File: src/rtl/bank_isu_lf_sched_pkg.sv
// Shared definitions for the bank linefill scheduler: identifier widths,
// FSM state encodings and default sizing.
package bank_isu_lf_sched_pkg;

    localparam int LF_SET_WIDTH  = 3;
    localparam int LF_WAY_WIDTH  = 3;
    localparam int LF_ID_WIDTH   = LF_SET_WIDTH + LF_WAY_WIDTH;
    localparam int LF_ID_COUNT   = 1 << LF_ID_WIDTH;

    localparam int DEF_QDEPTH    = 4;
    localparam int DEF_MAX_OUTST = 4;

    localparam logic [1:0] ST_IDLE      = 2'd0;
    localparam logic [1:0] ST_ISSUE     = 2'd1;
    localparam logic [1:0] ST_WAIT_CRED = 2'd2;

    typedef logic [LF_SET_WIDTH-1:0] lf_set_t;
    typedef logic [LF_WAY_WIDTH-1:0] lf_way_t;
    typedef logic [LF_ID_WIDTH-1:0]  lf_id_t;

    // Line identifier used both as the in-flight index and as the AR id.
    function automatic lf_id_t lf_id(input lf_set_t set, input lf_way_t way);
        return {set, way};
    endfunction

endpackage

File: src/rtl/bank_isu_lf_queue.sv
// Pending linefill request FIFO. Circular buffer with an extra wrap bit on
// each pointer to tell full from empty; head is read combinationally.
// A push while full is taken only when a pop happens in the same cycle.
module bank_isu_lf_queue
    import bank_isu_lf_sched_pkg::*;
#(
    parameter int QDEPTH = DEF_QDEPTH,
    parameter int WIDTH  = 38
) (
    input  logic             clk,
    input  logic             rst,
    input  logic             push,
    input  logic [WIDTH-1:0] push_data,
    input  logic             pop,
    output logic [WIDTH-1:0] head,
    output logic             full,
    output logic             empty
);

    localparam int PTR_W = $clog2(QDEPTH);

    logic [PTR_W:0]   wr_ptr;
    logic [PTR_W:0]   rd_ptr;
    logic [WIDTH-1:0] mem [QDEPTH];
    logic             do_push;
    logic             do_pop;

    assign empty   = (wr_ptr == rd_ptr);
    assign full    = (wr_ptr[PTR_W] != rd_ptr[PTR_W]) &&
                     (wr_ptr[PTR_W-1:0] == rd_ptr[PTR_W-1:0]);
    assign do_pop  = pop && !empty;
    assign do_push = push && (!full || do_pop);
    assign head    = mem[rd_ptr[PTR_W-1:0]];

    // Pointer advance; reset empties the queue.
    always_ff @(posedge clk) begin
        if (rst) begin
            wr_ptr <= '0;
            rd_ptr <= '0;
        end else begin
            if (do_push) wr_ptr <= wr_ptr + 1'b1;
            if (do_pop)  rd_ptr <= rd_ptr + 1'b1;
        end
    end

    // Entry storage; contents are qualified by the pointers, so no reset.
    always_ff @(posedge clk) begin
        if (do_push) mem[wr_ptr[PTR_W-1:0]] <= push_data;
    end

endmodule

File: src/rtl/bank_isu_lf_sched.sv
// Linefill request scheduler for one cache bank. Queues miss requests,
// issues them one at a time on the BIU read-address channel with
// arid = {set,way}, limits outstanding reads, and keeps a per-line
// in-flight bitmap so one {set,way} never has two fills in flight.
// Optional watchdog: define BANK_ISU_LF_TIMEOUT_EN.
module bank_isu_lf_sched
    import bank_isu_lf_sched_pkg::*;
#(
    parameter int QDEPTH      = DEF_QDEPTH,
    parameter int MAX_OUTST   = DEF_MAX_OUTST,
    parameter int ADDR_WIDTH  = 32,
    parameter int TIMEOUT_CYC = 1023
) (
    input  logic                   clk_i,
    input  logic                   rst_i,
    input  logic                   lf_req_valid_i,
    output logic                   lf_req_ready_o,
    input  logic [2:0]             lf_req_set_i,
    input  logic [2:0]             lf_req_way_i,
    input  logic [ADDR_WIDTH-1:0]  lf_req_addr_i,
    output logic                   biu_arvalid_o,
    input  logic                   biu_arready_i,
    output logic [5:0]             biu_arid_o,
    output logic [ADDR_WIDTH-1:0]  biu_araddr_o,
    input  logic                   biu_rvalid_i,
    input  logic                   biu_rready_i,
    input  logic [5:0]             biu_rid_i,
    input  logic                   drain_i,
    output logic                   drain_done_o,
    output logic [3:0]             outst_cnt_o,
    output logic                   lf_err_o
);

    localparam int         ENTRY_W = LF_ID_WIDTH + ADDR_WIDTH;
    localparam logic [3:0] MAX_CNT = 4'(MAX_OUTST);

    // Reject configurations the counters and queue cannot represent.
    if (QDEPTH < 2 || (QDEPTH & (QDEPTH - 1)) != 0 || MAX_OUTST < 1 ||
        MAX_OUTST > 15 || TIMEOUT_CYC < 1) begin : g_bad_cfg
        $error("bank_isu_lf_sched: unsupported parameter combination");
    end

    logic [1:0]             state;
    logic [1:0]             state_nxt;
    logic                   load_head;
    logic [LF_ID_COUNT-1:0] in_flight;
    logic [3:0]             outst_cnt;
    logic                   lf_err;

    logic                   q_full;
    logic                   q_empty;
    logic [ENTRY_W-1:0]     q_head;
    logic [ENTRY_W-1:0]     q_push_data;

    lf_id_t                 req_id;
    logic                   accept;
    logic                   ar_hs;
    logic                   ret;
    logic                   ret_hit;
    logic                   ret_spurious;
    logic                   ret_underflow;
    logic                   ret_dec;
    logic                   wd_fire;

    assign req_id        = lf_id(lf_req_set_i, lf_req_way_i);
    assign lf_req_ready_o = !q_full && !in_flight[req_id];
    assign accept        = lf_req_valid_i && lf_req_ready_o;
    assign q_push_data   = {req_id, lf_req_addr_i};

    assign biu_arvalid_o = (state == ST_ISSUE);
    assign ar_hs         = biu_arvalid_o && biu_arready_i;

    assign ret           = biu_rvalid_i && biu_rready_i;
    assign ret_hit       = ret && in_flight[biu_rid_i];
    assign ret_spurious  = ret && !in_flight[biu_rid_i];
    assign ret_underflow = ret && (outst_cnt == 4'd0);
    assign ret_dec       = ret_hit && (outst_cnt != 4'd0);

    assign outst_cnt_o   = outst_cnt;
    assign lf_err_o      = lf_err;

    bank_isu_lf_queue #(
        .QDEPTH (QDEPTH),
        .WIDTH  (ENTRY_W)
    ) u_queue (
        .clk       (clk_i),
        .rst       (rst_i),
        .push      (accept),
        .push_data (q_push_data),
        .pop       (ar_hs),
        .head      (q_head),
        .full      (q_full),
        .empty     (q_empty)
    );

    // Next-state logic; the head is latched into the AR registers on IDLE->ISSUE.
    always_comb begin
        state_nxt = state;
        load_head = 1'b0;
        case (state)
            ST_IDLE: begin
                if (!q_empty) begin
                    if (outst_cnt >= MAX_CNT) begin
                        state_nxt = ST_WAIT_CRED;
                    end else if (!drain_i) begin
                        state_nxt = ST_ISSUE;
                        load_head = 1'b1;
                    end
                end
            end
            ST_ISSUE: begin
                if (biu_arready_i) state_nxt = ST_IDLE;
            end
            ST_WAIT_CRED: begin
                if (ret) state_nxt = ST_IDLE;
            end
            default: state_nxt = ST_IDLE;
        endcase
    end

    // FSM state register.
    always_ff @(posedge clk_i) begin
        if (rst_i) state <= ST_IDLE;
        else       state <= state_nxt;
    end

    // AR payload registers, held stable for the whole ISSUE state.
    always_ff @(posedge clk_i) begin
        if (rst_i) begin
            biu_arid_o   <= '0;
            biu_araddr_o <= '0;
        end else if (load_head) begin
            biu_arid_o   <= q_head[ENTRY_W-1 -: LF_ID_WIDTH];
            biu_araddr_o <= q_head[ADDR_WIDTH-1:0];
        end
    end

    // In-flight bitmap: set on accept, cleared on a matching return.
    always_ff @(posedge clk_i) begin
        if (rst_i) begin
            in_flight <= '0;
        end else begin
            if (ret_hit) in_flight[biu_rid_i] <= 1'b0;
            if (accept)  in_flight[req_id]    <= 1'b1;
        end
    end

    // Outstanding-read counter; saturates at zero on an unmatched return.
    always_ff @(posedge clk_i) begin
        if (rst_i) begin
            outst_cnt <= 4'd0;
        end else begin
            case ({ar_hs, ret_dec})
                2'b10:   outst_cnt <= outst_cnt + 4'd1;
                2'b01:   outst_cnt <= outst_cnt - 4'd1;
                default: outst_cnt <= outst_cnt;
            endcase
        end
    end

    // Registered drain-complete indication.
    always_ff @(posedge clk_i) begin
        if (rst_i) drain_done_o <= 1'b1;
        else       drain_done_o <= q_empty && (outst_cnt == 4'd0) && (state == ST_IDLE);
    end

`ifdef BANK_ISU_LF_TIMEOUT_EN
    localparam int             WD_W     = $clog2(TIMEOUT_CYC + 1);
    localparam logic [WD_W-1:0] WD_LIMIT = WD_W'(TIMEOUT_CYC);

    logic [WD_W-1:0] wd_cnt;
    logic            wd_inc;

    assign wd_inc  = (outst_cnt != 4'd0) && !ret && (wd_cnt != WD_LIMIT);
    // Fire on the edge where the count reaches the limit.
    assign wd_fire = wd_inc && (wd_cnt == WD_LIMIT - 1'b1);

    // Watchdog: counts while reads are outstanding, restarts on any return.
    always_ff @(posedge clk_i) begin
        if (rst_i || ret) wd_cnt <= '0;
        else if (wd_inc)  wd_cnt <= wd_cnt + 1'b1;
    end
`else
    assign wd_fire = 1'b0;
`endif

    // Sticky error: spurious return, counter underflow or watchdog expiry.
    always_ff @(posedge clk_i) begin
        if (rst_i) lf_err <= 1'b0;
        else       lf_err <= lf_err || ret_spurious || ret_underflow || wd_fire;
    end

endmodule

File: config.mk
export PLATFORM = sky130hd
export DESIGN_NAME = bank_isu_lf_sched
export DESIGN_NICKNAME = d
export VERILOG_FILES = /design/src/rtl/bank_isu_lf_sched_pkg.sv /design/src/rtl/bank_isu_lf_queue.sv /design/src/rtl/bank_isu_lf_sched.sv
export SDC_FILE = /design/constraint.sdc
export NUM_CORES = 1
export LEC_CHECK = 0
export ABC_AREA = 0
export CORE_AREA = 5 5 168 170
export CTS_BUF_LIST = sky130_fd_sc_hd__clkbuf_8
export DETAILED_ROUTE_END_ITERATION = 6
export DIE_AREA = 0 0 173 175
export PLACE_DENSITY = 0.66
export SLEW_MARGIN = 20
export SYNTH_ARGS = -nofsm -noshare
export SYNTH_HDL_FRONTEND = slang
export SYNTH_HIERARCHICAL = 1
export SYNTH_SLANG_ARGS = --single-unit
File: constraint.sdc
create_clock -name clk_i -period 10.15 [get_ports clk_i]
set_input_delay 3.045 -clock clk_i [delete_from_list [all_inputs] [get_ports clk_i]]
set_output_delay 3.045 -clock clk_i [all_outputs]
set_load 0.005 [all_outputs]
After elaboration in Yosys (flattened, before gate mapping):

Memory sizes are Yosys's and may differ from the RTL's. A register that Yosys moved wholly into a read port is not among the register bits.
Cells that the tools add are included.
W data, S select, Z words.

* add/sub/neg operators: 4
* $mul: 0
* divide/modulo/power cells: 0
* order comparisons: 5
* eq/ne operators: 11
* shift-type cells: 0
* muxes and demuxes: 24
* bitwise logic cells: 3
* reduce and logical (&&, ||, !) cells: 27

Operators with widths (count)
* $mux W64: 3
* $and A64 B64 Y64: 1
* $not A64 Y64: 1
* $or A64 B64 Y64: 1
* $logic_and A1 B1 Y1: 15
* $lt A6 B7 Y1 const B: 2
* $bmux W1 S6: 2
* $demux W1 S6: 2
* $ge A6 B1 Y1 const B: 2
* $mux W1: 10
* $mux W2: 5
* $pmux W4 S2: 1
* $add A3 B1 Y3 const B: 2
* $pmux W2 S3: 1
* $add A4 B1 Y4 const B: 1
* $eq A2 B1 Y1 const B: 2
* $eq A2 B2 Y1 const B: 2
* $ge A4 B3 Y1 const B: 1
* $logic_not A1 Y1: 4
* $logic_not A4 Y1: 1
* $ne A2 B2 Y1 const B: 2
* $reduce_and A4 Y1: 1
* $reduce_bool A4 Y1: 1
* $sub A4 B1 Y4 const B: 1
* other kinds (8): 10

* register bits after elaboration: 78
* bits in latches: 0
* bits in writable memories: 152
* ROM bits: 0
* bits of input ports: 51
* output and inout bits: 46
* logic and storage cells: 82
* memories kept: 1

Memory list
* u_queue.mem: depth 4, width 38, rd ports 1, clocked after memory_dff 1, write ports 1, RTL line bank_isu_lf_queue.sv:24 `logic [WIDTH-1:0] mem [QDEPTH];`

Logic depth before layout (Yosys ltp):

* word-level depth: 10
* mapped depth: 16
* mapped depth without buffers: 13

Hierarchy:

The synthesis kept the hierarchy.

By module, submodules not included
* bank_isu_lf_queue: instances 1, cells each 253, area each 6014.5 µm²
* bank_isu_lf_sched: instances 1, cells each 660, area each 5719.2 µm²

Worst setup path before layout:

No wires, ideal clock.

* path kind: input to output
* from: input port lf_req_way_i[2]
* to: output port lf_req_ready_o
* arrival: 4767 ps
* required time: 7105 ps
* path slack: 2338 ps
* stages on the path: 7
* buffers on the path: 3
* cell sequence: buf_2 -> buf_2 -> buf_1 -> mux4_2 -> a31oi_1 -> o21ai_0 -> nor4_4

* cells in the longest elaborated chain, start to end: 4

Ends and longest elaborated chain
* from (decl): RTL line bank_isu_lf_sched.sv:19 `input logic [2:0] lf_req_way_i,`
* $bmux W1 S6: RTL line bank_isu_lf_sched.sv:66 `assign lf_req_ready_o = !q_full && !in_flight[req_id];`
* $mux W1 (implied by the code): RTL line bank_isu_lf_sched.sv:66
* $logic_not A1 Y1: RTL line bank_isu_lf_sched.sv:66
* $logic_and A1 B1 Y1: RTL line bank_isu_lf_sched.sv:66
* to (decl): RTL line bank_isu_lf_sched.sv:17 `output logic lf_req_ready_o,`

Every way passes these cells. The select of a mux whose other input is x is not followed.

Final worst setup path:

* from: input port lf_req_way_i[0]
* to: output port lf_req_ready_o

Same word-level chain as after synthesis.

==> run metrics <==
P&R area growth vs syn=17.8%; Avg Inst Size Synth=12.9 µm²; hold buffers post-CTS=0; fin area=13800 µm²; predominant post-synthesis flop cell=edfxtp_1; peak supply drop=0.0861 mV; number of synthesized register bits=270; Hold EP=biu_araddr_o[27]; Die Y=175 µm; worst slew pin tran=1150 ps; synth unique cells=66; Starting Density=44.2%; Synth Warn #=6; unrepaired setup endpoints after global routing=no; Syn Inst Count=913; Hold Crit Class=reg2reg; CP most frequent cell=clkdlybuf4s50_1; RR Startpoint=in_flight[60]; top-area cell type share of the netlist area=38.9%; H-Tree Depth=2; PortBufs=96; WL per Instance=21.7 µm; Core Area=26600 µm²; slowest CP cell=clkdlybuf4s50_1; WL met3=2200 µm; R2R cell count=8; Post-synth EDFFs=152; Critical Path Fanout Max=12; Top Ports=97; met2 WL=14300 µm; nets@finish=1057; Crit Path Class=in2out; max-cap violation count=0; Tmin final=9300 ps; Post-synth ARST share=0%; Synth area leaders=edfxtp_1 (39%), dfxtp_1 (20%), mux4_2 (9.2%); # DRC=0; cell taking the most area after synthesis=edfxtp_1; status=complete, no violations; hold_sp=biu_araddr_o[27]; CTS tree=built; Tot GR Track Use=19.2%; clock latency on the worst-skew pair=570 ps; endpoint type of the worst setup path=primary output; n_diodes=0; Buf/Inv on CP=3; layout cells sized above 1=14.1%; syn_nets=972; post-DR vias/cell=5.98; Reg clk slew, reported paths=50 ps; required time worst endpoint=7110 ps; Core Rows=60; Top Family by Delay on Critical Path=buffers and inverters; Util after Layout=52.0%; DP Area=12900 µm²; drt total wl=29800 µm; post-route ant nets=0; antenna violations before repair=0; Setup Buffers After CTS=0; Synth Cell Area=11700 µm²; Slew headroom=22.7%; Post-synth top cells=edfxtp_1 (152), dfxtp_1 (118), nand2_1 (107), a21oi_1 (49), mux4_2 (48); Tot Pwr=2430 µW; sequential share of the synthesized area=59.0%; clock skew=32.4 ps; setup violators final=0; Overflow after GRT=0; Sum Neg Setup Slack=0 ps; max frequency=108 MHz; Iter 0 DRT Violations=829; Final Hold Fails=0; global placer's final weighted congestion=0.972; TritonRoute pass-1 iters=6; TritonCTS Buffers=44; period utilization=91.6%; post-DP HPWL=19200 µm; global-route wire length before repair=46000 µm; CTS root buf=clkbuf_8; Cell Pwr Density=176 nW/µm²; count leader, synth=edfxtp_1; Critical Path Source Type=input port; clock sinks=270; Worst Path Arrival=6250 ps; worst stage delay on the critical path=830 ps; Fill cells=2257; vias in the first global route=8022; worst reg2reg endpoint=u_queue/mem[0][34]; Static Leak=0.00461 µW; Slew Limit Fails=0; die width=173 µm; largest net degree at the start of global routing=88; reg2reg setup slack=6320 ps; clock buffer depth=3; M1 WL=12500 µm; top layer used by detailed routing=met4; die area=30300 µm²; Hold Crit Depth=2; crit-path cells=clkdlybuf4s50_1, inv_1, mux4_2, a2111oi_0, o21bai_1, nor4_4, clkdlybuf4s50_1; vias=8220; Worst path depth=7; CTS resizes=0
==> how the worst max path moves through the flow <==
stage,startpoint,endpoint,slack (ps)
floorplan,lf_req_way_i[2],lf_req_ready_o,2340
global placement,lf_req_way_i[0],lf_req_ready_o,950
detailed placement,lf_req_way_i[0],lf_req_ready_o,900
CTS,lf_req_way_i[0],lf_req_ready_o,870
global route,lf_req_way_i[0],lf_req_ready_o,690
finish,lf_req_way_i[0],lf_req_ready_o,850
==> registers in the layout, indices dropped and copies added (netlist names), named ones only <==
register        flops
in_flight          64
lf_err_o            1
biu_araddr_o       32
u_queue/rd_ptr      3
outst_cnt_o         4
drain_done_o        1
u_queue/mem       152
u_queue/wr_ptr      3
biu_arid_o          6
state               2
==> through the flow <==
stage / worst slack (ps) / hold WS (ps) / cells
floorplan: 2340 / 416 / 913
CTS: 875 / 454 / 1374
global route: 689 / 473 / 1375
detailed placement: 896 / 435 / 1292
finish: 851 / 452 / 1375
global placement: 948 / 442 / 1292
==> layout by cell type, fill, tap and decap left out, types with 22 or more instances in the layout <==
master           count
clkdlybuf4s50_1     94
nand2_1            107
nor2_1              32
a22o_1              22
inv_1               34
clkbuf_8            49
a41oi_1             28
dfxtp_1            116
a31oi_1             29
mux4_2              48
a21oi_1             49
o2bb2ai_1           22
edfxtp_1           152
==> tightest hold or removal path: cells and delay by family, from the launching register on <==
kind	cells	cell delay, ps
AO/OA/AOI/OAI	1	50
AND/OR/NAND/NOR	1	50
flip-flops	1	300
==> routing by layer <==
metal,vias up,GRT usage [%]
li1,3753,-
met2,362,31.8
met4,0,6.12
met1,4041,25.3
met3,64,4.09
met5,-,0
==> kinds of logic (layout without fill, tap and decap cells) <==
logic type	after synthesis	after routing	synth area share (%)
AOI/OAI and AO/OA	228	228	14.5
xor gates and xnor gates	7	7	0.715
DFF	270	270	59.0
buffers and inverters	84	205	3.07
adders and majority gates	8	8	0.853
and+or+nand+nor	238	238	9.86
muxes	78	78	11.9
==> power by group <==
| part | switching, µW | internal [µW] | total [µW] |
|---|---|---|---|
| registers | 20.4 | 1210 | 1230 |
| logic | 154 | 113 | 267 |
| clock network | 433 | 502 | 934 |
==> layout make-up <==
class	instances	area [µm²]	share of cell area [%]
multi-input cells	559	4470	32.3
flip-flops and latches	270	6930	50.1
inverters	15	56.3	0.407
well taps	341	427	3.09
clock inverters	33	211	1.53
repair buffers	108	1060	7.64
clock buffers	49	674	4.88
(Power assumes the default switching activity.)
